<file path="src/rtl/rv0_fpu_pkg.sv">
// FP op codes, issue classes and default class latencies shared by the FP sequencer.
package rv0_fpu_pkg;

  localparam int FOP_W_D    = 5;
  localparam int RD_W_D     = 5;
  localparam int LAT_MISC_D = 1;
  localparam int LAT_PIPE_D = 3;
  localparam int LAT_ITER_D = 24;

  typedef enum logic [FOP_W_D-1:0] {
    FOP_FADD   = 5'd0,
    FOP_FSUB   = 5'd1,
    FOP_FMUL   = 5'd2,
    FOP_FMADD  = 5'd3,
    FOP_FMSUB  = 5'd4,
    FOP_FNMSUB = 5'd5,
    FOP_FNMADD = 5'd6,
    FOP_FDIV   = 5'd7,
    FOP_FSQRT  = 5'd8,
    FOP_FSGNJ  = 5'd9,
    FOP_FSGNJN = 5'd10,
    FOP_FSGNJX = 5'd11,
    FOP_FMIN   = 5'd12,
    FOP_FMAX   = 5'd13,
    FOP_FEQ    = 5'd14,
    FOP_FLT    = 5'd15,
    FOP_FLE    = 5'd16,
    FOP_FCLASS = 5'd17,
    FOP_FMVXW  = 5'd18,
    FOP_FMVWX  = 5'd19
  } fop_e;

  typedef enum logic [1:0] {
    CLS_MISC = 2'd0,
    CLS_PIPE = 2'd1,
    CLS_ITER = 2'd2
  } fop_cls_e;

  // Anything not recognised as arithmetic or iterative falls back to MISC.
  function automatic fop_cls_e fop_class(input logic [FOP_W_D-1:0] op);
    fop_cls_e cls;
    case (op)
      FOP_FADD, FOP_FSUB, FOP_FMUL, FOP_FMADD,
      FOP_FMSUB, FOP_FNMSUB, FOP_FNMADD: cls = CLS_PIPE;
      FOP_FDIV, FOP_FSQRT:               cls = CLS_ITER;
      default:                           cls = CLS_MISC;
    endcase
    return cls;
  endfunction

endpackage

</file>
<file path="src/rtl/rv0_alu_f_wb_rsv.sv">
// Purpose: writeback reservation shift register; entry i holds the op writing back i cycles from now.
// Latency: entry 0 is the live writeback register; a write at offset L appears on head L cycles later.
// Backpressure: none; callers must consult slot_free before writing.
module rv0_alu_f_wb_rsv #(
  parameter int DEPTH = 24,
  parameter int RD_W  = 5,
  parameter int OFS_W = $clog2(DEPTH + 1)
) (
  input  logic             clk,
  input  logic             rst,
  input  logic             clr,
  input  logic             wr_en,
  input  logic [OFS_W-1:0] wr_ofs,
  input  logic [RD_W-1:0]  wr_rd,
  output logic [DEPTH:0]   slot_free,
  output logic             head_vld,
  output logic [RD_W-1:0]  head_rd,
  output logic             any_vld
);

  logic [DEPTH-1:0] vld;
  logic [RD_W-1:0]  rd [DEPTH];

  always_ff @(posedge clk) begin
    if (rst || clr) begin
      vld <= '0;
      for (int i = 0; i < DEPTH; i++) rd[i] <= '0;
    end else begin
      for (int i = 0; i < DEPTH - 1; i++) begin
        vld[i] <= vld[i+1];
        rd[i]  <= rd[i+1];
      end
      vld[DEPTH-1] <= 1'b0;
      rd[DEPTH-1]  <= '0;
      // Offset is measured from the current cycle, so it lands one entry lower after the shift.
      if (wr_en) begin
        for (int i = 0; i < DEPTH; i++) begin
          if (wr_ofs == OFS_W'(i + 1)) begin
            vld[i] <= 1'b1;
            rd[i]  <= wr_rd;
          end
        end
      end
    end
  end

  always_comb begin
    slot_free        = '0;
    slot_free[DEPTH] = 1'b1;
    for (int i = 0; i < DEPTH; i++) slot_free[i] = !vld[i];
  end

  assign head_vld = vld[0];
  assign head_rd  = rd[0];
  assign any_vld  = |vld;

endmodule

</file>
<file path="src/rtl/rv0_alu_f_seq.sv">
// Purpose: FP issue sequencer; classifies ops, schedules the single writeback port, tracks div/sqrt.
// Latency: req to alu issue is combinational; writeback lands exactly LAT_<class> cycles after accept.
// Backpressure: req_rdy drops on writeback slot collision, busy iterative unit, flush or reset.
module rv0_alu_f_seq
  import rv0_fpu_pkg::*;
#(
  parameter int FOP_W    = FOP_W_D,
  parameter int RD_W     = RD_W_D,
  parameter int LAT_MISC = LAT_MISC_D,
  parameter int LAT_PIPE = LAT_PIPE_D,
  parameter int LAT_ITER = LAT_ITER_D
) (
  input  logic             clk,
  input  logic             rst,
  input  logic             flush,
  input  logic             req_vld,
  output logic             req_rdy,
  input  logic [FOP_W-1:0] req_op,
  input  logic [2:0]       req_rm,
  input  logic [RD_W-1:0]  req_rd,
  output logic             alu_vld,
  output logic [FOP_W-1:0] alu_op,
  output logic [2:0]       alu_rm,
  output logic             alu_iter_go,
  output logic             alu_kill,
  output logic             wb_vld,
  output logic [RD_W-1:0]  wb_rd,
  output logic             iter_busy,
  output logic             busy
);

  localparam int OFS_W = $clog2(LAT_ITER + 1);
  localparam int CNT_W = $clog2(LAT_ITER);

  fop_cls_e         cls;
  logic [OFS_W-1:0] lat;
  logic [LAT_ITER:0] slot_free;
  logic             head_vld;
  logic [RD_W-1:0]  head_rd;
  logic             any_vld;
  logic [CNT_W-1:0] iter_cnt;

  assign cls = fop_class(req_op);

  always_comb begin
    lat = OFS_W'(LAT_MISC);
    case (cls)
      CLS_PIPE: lat = OFS_W'(LAT_PIPE);
      CLS_ITER: lat = OFS_W'(LAT_ITER);
      default:  lat = OFS_W'(LAT_MISC);
    endcase
  end

  assign iter_busy   = (iter_cnt != '0);
  assign req_rdy     = !rst && !flush && slot_free[lat] && !(cls == CLS_ITER && iter_busy);
  assign alu_vld     = req_vld && req_rdy;
  assign alu_op      = req_op;
  assign alu_rm      = req_rm;
  assign alu_iter_go = alu_vld && (cls == CLS_ITER);
  assign alu_kill    = flush;

  // Counts the remaining busy cycles after an ITER issue; next ITER may go once it reaches zero.
  always_ff @(posedge clk) begin
    if (rst || flush) begin
      iter_cnt <= '0;
    end else if (alu_iter_go) begin
      iter_cnt <= CNT_W'(LAT_ITER - 1);
    end else if (iter_busy) begin
      iter_cnt <= iter_cnt - 1'b1;
    end
  end

  rv0_alu_f_wb_rsv #(
    .DEPTH (LAT_ITER),
    .RD_W  (RD_W),
    .OFS_W (OFS_W)
  ) u_wb_rsv (
    .clk       (clk),
    .rst       (rst),
    .clr       (flush),
    .wr_en     (alu_vld),
    .wr_ofs    (lat),
    .wr_rd     (req_rd),
    .slot_free (slot_free),
    .head_vld  (head_vld),
    .head_rd   (head_rd),
    .any_vld   (any_vld)
  );

  // A flushed cycle must not retire anything even though the head entry is still occupied.
  assign wb_vld = head_vld && !flush && !rst;
  assign wb_rd  = head_rd;
  assign busy   = iter_busy || any_vld || wb_vld;

endmodule

</file>
<file path="config.mk">
export PLATFORM = sky130hd
export DESIGN_NAME = rv0_alu_f_seq
export DESIGN_NICKNAME = d
export VERILOG_FILES = /design/src/rtl/rv0_fpu_pkg.sv /design/src/rtl/rv0_alu_f_wb_rsv.sv /design/src/rtl/rv0_alu_f_seq.sv
export SDC_FILE = /design/constraint.sdc
export NUM_CORES = 1
export LEC_CHECK = 0
export CORE_ASPECT_RATIO = 1.1
export CORE_MARGIN = 2
export CORE_UTILIZATION = 55
export CTS_BUF_LIST = sky130_fd_sc_hd__clkbuf_4 sky130_fd_sc_hd__clkbuf_8
export DETAILED_ROUTE_END_ITERATION = 16
export PLACE_DENSITY = 0.74
export RECOVER_POWER = 100
export REMOVE_ABC_BUFFERS = 1
export SLEW_MARGIN = 0
export SYNTH_ARGS = -nofsm -noshare
export SYNTH_HDL_FRONTEND = slang
export SYNTH_HIERARCHICAL = 1
export SYNTH_SLANG_ARGS = --single-unit
</file>
<file path="constraint.sdc">
create_clock -name clk -period 4.2 [get_ports clk]
set_input_delay 0.84 -clock clk [delete_from_list [all_inputs] [get_ports clk]]
set_output_delay 0.84 -clock clk [all_outputs]
set_load 0.05 [all_outputs]
</file>
==> summary.md, run 1 <==
The root buffer cell chosen for the clock tree is clkbuf_8. Dividing the detail-routed wire length by the instance count gives 15.3 microns. The number of setup buffers added after CTS is 0. The total non-filler cell area in the finished layout came out at 8220 sq um.

The run gives 4618 as the number of global-route vias before repair. The flow ran to the end, and the final reports show no timing, DRC or antenna violations. The routed design has 13600 microns of wire. The category of the worst setup path launch point is an input pin. In this run the worst hold path is classified as reg -> reg. The clock period minus final worst setup slack was 3780 ps. For the post-place instance area, the log shows 7820 sq um. The part of the total power dissipated in sequential elements is 52.5%. The detail route stage leaves a number of antenna-violating nets equal to 0. The run gives 3360 ps as the required time reported for the critical path endpoint. Standard cell with the maximum stage delay on the critical path: or4b_1. From bottom edge to top edge, the die measures 123 microns. Insertion delay of the later-clocked pin in the worst-skew pair: 440 ps. The worst slew slack as a fraction of its limit came out at 11.4%. Cells fill 65.3% of the core in the end.

The worst setup path is captured at a primary output. Post-CTS repair changed the size of 0 cells. The tools report the global-route total usage across every layer as 20.9%.

Top cell family by delay on the critical path: simple AND/OR/NAND/NOR gates. For the worst setup skew after layout, the log shows 13.1 ps. Static timing analysis puts the maximum clock frequency at 0.264 GHz.

The wire length of the first global-routing pass is 22300 microns. The part of the total power dissipated in the clock network was 40.0%; the largest stage delay on the critical path was 610 ps. The number of antenna violations at the first check in global routing was 0; the final hold violation count was 0. The data arrival time of the critical path was 2940 ps.

The actual slew at the worst max-slew pin was 1330 ps; the buffers plus inverters on the worst setup path was 2. For the number of rows in the core area, the log shows 43. The initial utilization of the core area, before any placement, comes to 56.2%. The number of antenna diodes in the final layout is 0. Post-synthesis instance area: 7070 sq um. Net switching is 22.5% of the power.

The post-route netlist has 10.0% of its cells at a drive strength greater than 1. Traced cell by cell, the critical path runs through dlygate4sd3_1 -> or4b_1 -> a2111o_1 -> nor2_1 -> buf_12. Port buffer count: 30. Power spread over the standard cell area amounts to 386 nW/um^2. Setup repair after global routing left no endpoint under its margin. The final number of max-transition violations is 0, and the residual overflow from global routing is 0. In this run the number of H-tree levels came out at 4. The post-synthesis instance total is 587, and the length of the first detailed-routing pass in iterations is 5.

After the last flow step, the layout net total stands at 732. 37 I/O pins were placed. Count of warnings emitted by yosys: 6. The worst-case IR drop observed on VDD is 0.201 mV. The power dissipated by switching net loads is 0.000712 W, and the area growth from synthesis to final layout is 16.3%. The global placement routability congestion came out at 0.864.

The final setup violation count is 0, and the horizontal die dimension is 112 microns. In this run the deepest clock path goes through 2 buffers. In this run the standard cell core region covers 12600 sq um. The die covers 13800 sq um.

Using the TritonRoute via totals, the vias-per-cell ratio works out to 5.16. Summed over all cells, the static leakage comes to 3.70 nW. Once detailed placement completed, the half-perimeter wirelength came to 9120 microns. Dividing the synthesized area by the synthesized cell count gives 12.1 sq um. The run gives 72 as the pin count of the biggest net entering global routing. Hold repair after CTS inserted 0 buffers.

The largest fanout on the critical path was 4; the total number of clock tree sinks was 149. The path type of the worst setup path was in -> out. The design internal power is 0.00246 W, and the number of buffers created by CTS is 17. The worst path uses 90.0% of the clock period. In this run, the number of DRC markers left after iteration 0 of detailed routing was 385. The routed layout has 4561 vias. TritonCTS built the clock tree.

The logic gate share of total power is 7.5%. In the routed design, unresolved DRC markers number 0. Across the run, the number of max-cap violations was 0. The register clock-pin slew on the reported worst setup and hold paths works out to 70 ps.
## tightest hold or removal path: stages, from the launching register on
cell and delay (ps):
dfxtp_1 310, nand2_1 50, nand2_1 40
## cells in the final DEF, fill, tap and decap left out, types with 2 or more instances in the layout
cell type and n:
and2_0 5, nor2_1 6, conb_1 118, nor4_1 6, a21o_1 10, mux2i_1 99, nand4_2 2, dfxtp_1 34
clkinvlp_4 5, nor4b_4 2, o21ai_0 18, edfxtp_1 115, nand2_2 8, and4_1 4, clkbuf_8 18, clkbuf_4 2
nor2_8 2, clkbuf_1 2, nand3_1 18, and4b_1 2, clkdlybuf4s50_1 11, nand2b_1 4, nor3_1 2, and2_1 5
a21oi_1 3, nand2_1 149, inv_1 5, dlygate4sd3_1 16, nand4b_2 2, bufinv_16 5, a211oi_1 3, nand4b_1 5
buf_12 3, buf_4 11
## path summary, 6_finish.rpt
| path | from | endpoint | slack (ps) | depth (start not counted) |
|---|---|---|---|---|
| worst max-delay path | req_op[2] | alu_iter_go | 420 | 5 |
| worst min-delay path | u_wb_rsv/vld[6] | u_wb_rsv/vld[5] | 450 | 2 |
| worst max register to register | iter_cnt[0] | u_wb_rsv/rd[0][52] | 1090 | 9 |
| worst min register to register | u_wb_rsv/vld[6] | u_wb_rsv/vld[5] | 450 | 2 |
## registers in the layout, summed over array words and instances, names as in the netlist
| signal | cells |
|---|---|
| iter_cnt | 5 |
| u_wb_rsv/vld | 24 |
| u_wb_rsv/rd | 120 |
## per-layer routing
| metal | vias up | global-route usage [%] | part of all wire, % |
|---|---|---|---|
| met5 | - | 0 | 0 |
| met4 | 0 | 10.1 | 2.7 |
| met3 | 23 | 4.61 | 4.2 |
| met2 | 114 | 34.1 | 48 |
| met1 | 2203 | 26.8 | 45 |
| li1 | 2221 | - | - |
## area by class of cell
type | instances | area (sq um)
multi-input cells | 496 | 2980
fillers | 960 | 4370
well taps | 157 | 196
clock buffers | 20 | 263
clock inverters | 12 | 201
flip-flops and latches | 149 | 4130
repair buffers | 44 | 425
inverters | 6 | 22.5
## stage by stage
stage	hold WS (ps)	std cells	TNS [ps]	worst slack, ps	power (W)
2_1_floorplan	422	651	-46590	-883	0.00184
3_3_place_gp	424	852	0	544	0.00193
3_5_place_dp	434	852	0	495	0.00194
4_1_cts	444	884	0	574	0.00320
5_1_grt	465	884	0	274	0.00329
6_report	447	884	0	419	0.00317
## power groups by stage
stage / Sequential (W) / Combinational (W) / Clock [W]
2_1_floorplan: 0.00170 / 0.000138 / 0
3_3_place_gp: 0.00170 / 0.000235 / 0
3_5_place_dp: 0.00170 / 0.000241 / 0
4_1_cts: 0.00166 / 0.000243 / 0.00129
5_1_grt: 0.00167 / 0.000263 / 0.00136
6_report: 0.00166 / 0.000239 / 0.00127
Power figures use the tool's default switching activity.
==> inputs of run 2 (changes only) <==
- GPL_TIMING_DRIVEN: unset -> 0
==> run 2 against run 1 <==
The run now ends with max-capacitance violations, max-slew violations left. Final area is 0.11% lower. Combinational power barely moved. Hold slack got worse by 2.4 ps. Power grew 2.2%. Non-clock buffer count decreased by 6. Sequential cell count stayed put. Routed wire length fell by 2.3%. Register-to-register slack got worse by 70 ps. Sequential share of layout area is 0.054 points higher. Largest cell class unchanged. Critical path type unchanged. Highest routed layer unchanged. Global-route usage down 0.65 points. Clock skew fell by 3.5 ps. Die area is the same.
==> summary.md, run 2 (synthesis gave the netlist of run 1 again) <==
The flow ran to the end, but the final reports show violations. The checks that failed: max-capacitance violations, max-slew violations. The detail-routed via count per cell was 5.17 (was 5.16); the worst setup skew after layout was 9.64 ps (was 13.1 ps). The total number of H-tree levels was 4 (unchanged); the number of buffers created by CTS was 17 (unchanged). Number of buffers on the longest clock path: 2 (unchanged). The number of vias in the routed layout was 4543 (was 4561); the length of the first detailed-routing pass in iterations was 4 (was 5). The run gives 3.72 nW (was 3.70 nW) as the leakage power summed over all cells.

The category of the worst setup path launch point is an input pin (unchanged). The leading cell type in the layout, fill and taps excluded was nand2_1 (unchanged). The count of placed standard cells including taps was 842 (was 852); the final setup violation count was 0 (unchanged). The post-layout instance count excluding filler cells came out at 878 (was 884).

The port buffer count came out at 30 (unchanged). For the number of max-cap violations, the log shows 1 (was 0). The run gives 0 ps (unchanged) as the accumulated negative setup slack. The total power density per cell area works out to 395 nW/um^2 (was 386 nW/um^2). The start of the worst register-to-register path is iter_cnt[0] (unchanged). The pin count of the biggest net entering global routing was 47 (was 72); the multi-input logic area was 3000 sq um (was 2980 sq um). The top register by number of flip-flops was u_wb_rsv/rd (unchanged). Commonest cells after routing, fill and taps aside: nand2_1, conb_1, edfxtp_1, mux2i_1, dfxtp_1 (unchanged). Detailed router's first-iteration violation count: 380 (was 385).

The number of global-route vias before repair was 4599 (was 4618); the insertion delay of the later-clocked pin in the worst-skew pair was 440 ps (about the same). For the worst hold slack, the log shows 445 ps (was 447 ps). TritonCTS built the clock tree. The tools report the critical hold path startpoint as u_wb_rsv/vld[7] (was u_wb_rsv/vld[6]). The area enclosed by the die boundary came out at 13800 sq um (unchanged). The run gives 56.2% (unchanged) as the initial standard-cell utilization of the core. For the number of antenna violations at the first check in global routing, the log shows 0 (unchanged).

The maximum achievable frequency is 0.248 GHz (was 0.264 GHz). The area growth from synthesis to final layout works out to 16.1% (was 16.3%). Number of routed nets with antenna violations: 0 (unchanged). Path type of the worst setup path: in -> out (unchanged). The required time reported for the critical path endpoint was 3360 ps (about the same); the final hold violation count was 0 (unchanged). The clock period minus final worst setup slack is 4030 ps (was 3780 ps). The element type at the critical path end is a primary output (unchanged). Register-to-register path setup slack: 1020 ps (was 1090 ps).

The endpoint with the worst hold slack is u_wb_rsv/vld[6] (was u_wb_rsv/vld[5]). The largest stage delay on the critical path works out to 600 ps (was 610 ps). The logic depth of the worst register-to-register path is 9 (unchanged).

The area occupied by registers came out at 4130 sq um (unchanged). For the global placement routability congestion, the log shows 0.848 (was 0.864). The DRC violations left came out at 0 (unchanged).

Actual slew at the worst max-slew pin: 1850 ps (was 1330 ps). The core area came out at 12600 sq um (unchanged). The logs give 3190 ps (was 2940 ps) for the data arrival time of the critical path and 13300 microns (was 13600 microns) for the overall routed net length.

The total of fill cells in the finished design is 998 (was 960), and the final cycle utilization of the critical path is 95.9% (was 90.0%). The worst hold path stage count was 2 (unchanged); the fraction of layout cells with a size suffix above 1 was 8.88% (was 10.0%). The overall die height is 123 microns (unchanged), and the routed length on met1 is 5850 microns (was 6120 microns). The number of flip-flops under the largest register name is 120 (unchanged). The run gives 0 (unchanged) as the number of inserted diodes.

The number of nets in the layout is 726 (was 732). The tools report the total power after layout as 0.00324 W (was 0.00317 W). The number of rows in the core area came out at 43 (unchanged). Critical path startpoint: req_op[2] (unchanged). Final number of max-transition violations: 47 (was 0).

The tools report the wire length on met3 as 633 microns (was 571 microns). The register clock-pin slew on the reported worst setup and hold paths was 80 ps (was 70 ps); the post-DP HPWL was 9000 microns (was 9120 microns). Leading registers by flop count: u_wb_rsv/rd: 120 flops, u_wb_rsv/vld: 24 flops, iter_cnt: 5 flops (unchanged).

The horizontal die dimension came out at 112 microns (unchanged). The run gives 20.3% (was 20.9%) as the global-route total usage across every layer. The topmost layer with routed signal wires is met4 (unchanged).

The class of the tightest hold or removal check was reg -> reg (unchanged). The standard cell with the maximum stage delay on the critical path is or4b_4 (was or4b_1). Maximum vdd drop: 0.233 mV (was 0.201 mV). End of the worst register-to-register path: u_wb_rsv/rd[0][41] (was u_wb_rsv/rd[0][52]).

The largest fanout on the critical path was 18 (was 4). Setup repair after global routing left no endpoint under its margin. Cell chain of the critical path: clkdlybuf4s50_1 -> or4b_4 -> a21o_1 -> a211oi_1 -> clkdlybuf4s15_2 (was dlygate4sd3_1 -> or4b_1 -> a2111o_1 -> nor2_1 -> buf_12).

The tools report the root buffer selected by CTS as clkbuf_8 (unchanged). The wire length of the first global-routing pass was 21800 microns (was 22300 microns). The tools report the residual overflow from global routing as 0 (unchanged).

The run gives 37 (unchanged) as the number of top-level pins. The run gives -23.4% (was 11.4%) as the worst slew slack as a fraction of its limit. The detail-routed net length per standard cell was 15.1 microns (was 15.3 microns); the wire length on met2 was 6560 microns (was 6520 microns). The run gives 149 (unchanged) as the total number of clock tree sinks.
## run 2: changes by cell type in the layout (fill, tap and decap cells not counted), moves of 2 or more
cell	delta
nor2_8	+2
and2_0	+2
clkinvlp_4	-2
and2_1	-2
clkinv_4	+3
nor2_1	-3
buf_4	-8
clkbuf_1	+2
clkbuf_4	-2
## run 2: final cells by class
| class | instances | area share, % |
|---|---|---|
| Clock buffer | 18 | 3.02 |
| Clock inverter | 14 | 3.03 |
| Inverter | 6 | 0.274 |
| Multi-Input combinational cell | 496 | 36.5 |
| Sequential cell | 149 | 50.3 |
| Tap cell | 157 | 2.39 |
| Timing Repair Buffer | 38 | 4.48 |
## run 2: metrics by stage
step / instance area, sq um / setup slack, ps / util, %
2_1_floorplan: 7180 / -883 / -
3_3_place_gp: 7670 / -3940 / 61.0
3_5_place_dp: 7750 / -968 / 61.6
4_1_cts: 8260 / 37.2 / 65.6
5_1_grt: 8220 / 40.1 / 65.3
6_report: 8220 / 172 / 65.3
## run 2: per-layer routing
layer	vias up	GRT usage (%)
li1	2207	-
met1	2206	25.4
met2	117	34.2
met3	13	4.71
met4	0	8.23
met5	-	0
## run 2: worst max-delay path, delay by kind of cell
kind                   cells  cell delay [ps]
buffers and inverters      2              920
AND/OR/NAND/NOR            1              600
AO/OA/AOI/OAI              2              820
## run 2: repair_timing
action / 4_1_cts / 5_1_grt
gates resized for setup: 6 / 1
endpoints found under the setup margin: 29 / 8
pin swaps: 0 / 2
setup buffers: 0 / 4
gates cloned: 0 / 0
hold buffers: 0 / 0
## run 2: report_power, final
group / switching [W] / internal [W]
combinational: 0.000164 / 0.0000734
sequential: 0.0000174 / 0.00165
clock: 0.000549 / 0.000791
total: 0.000730 / 0.00251
## run 2: worst max-delay path by stage
stage / endpoint / slack, ps / cells after the start
finish: alu_vld / 170 / 5
global route: alu_vld / 40 / 5
CTS: alu_iter_go / 40 / 5
detailed placement: alu_vld / -970 / 5
global placement: u_wb_rsv/rd[0][75] / -3940 / 4
floorplan: u_wb_rsv/rd[0][14] / -880 / 3
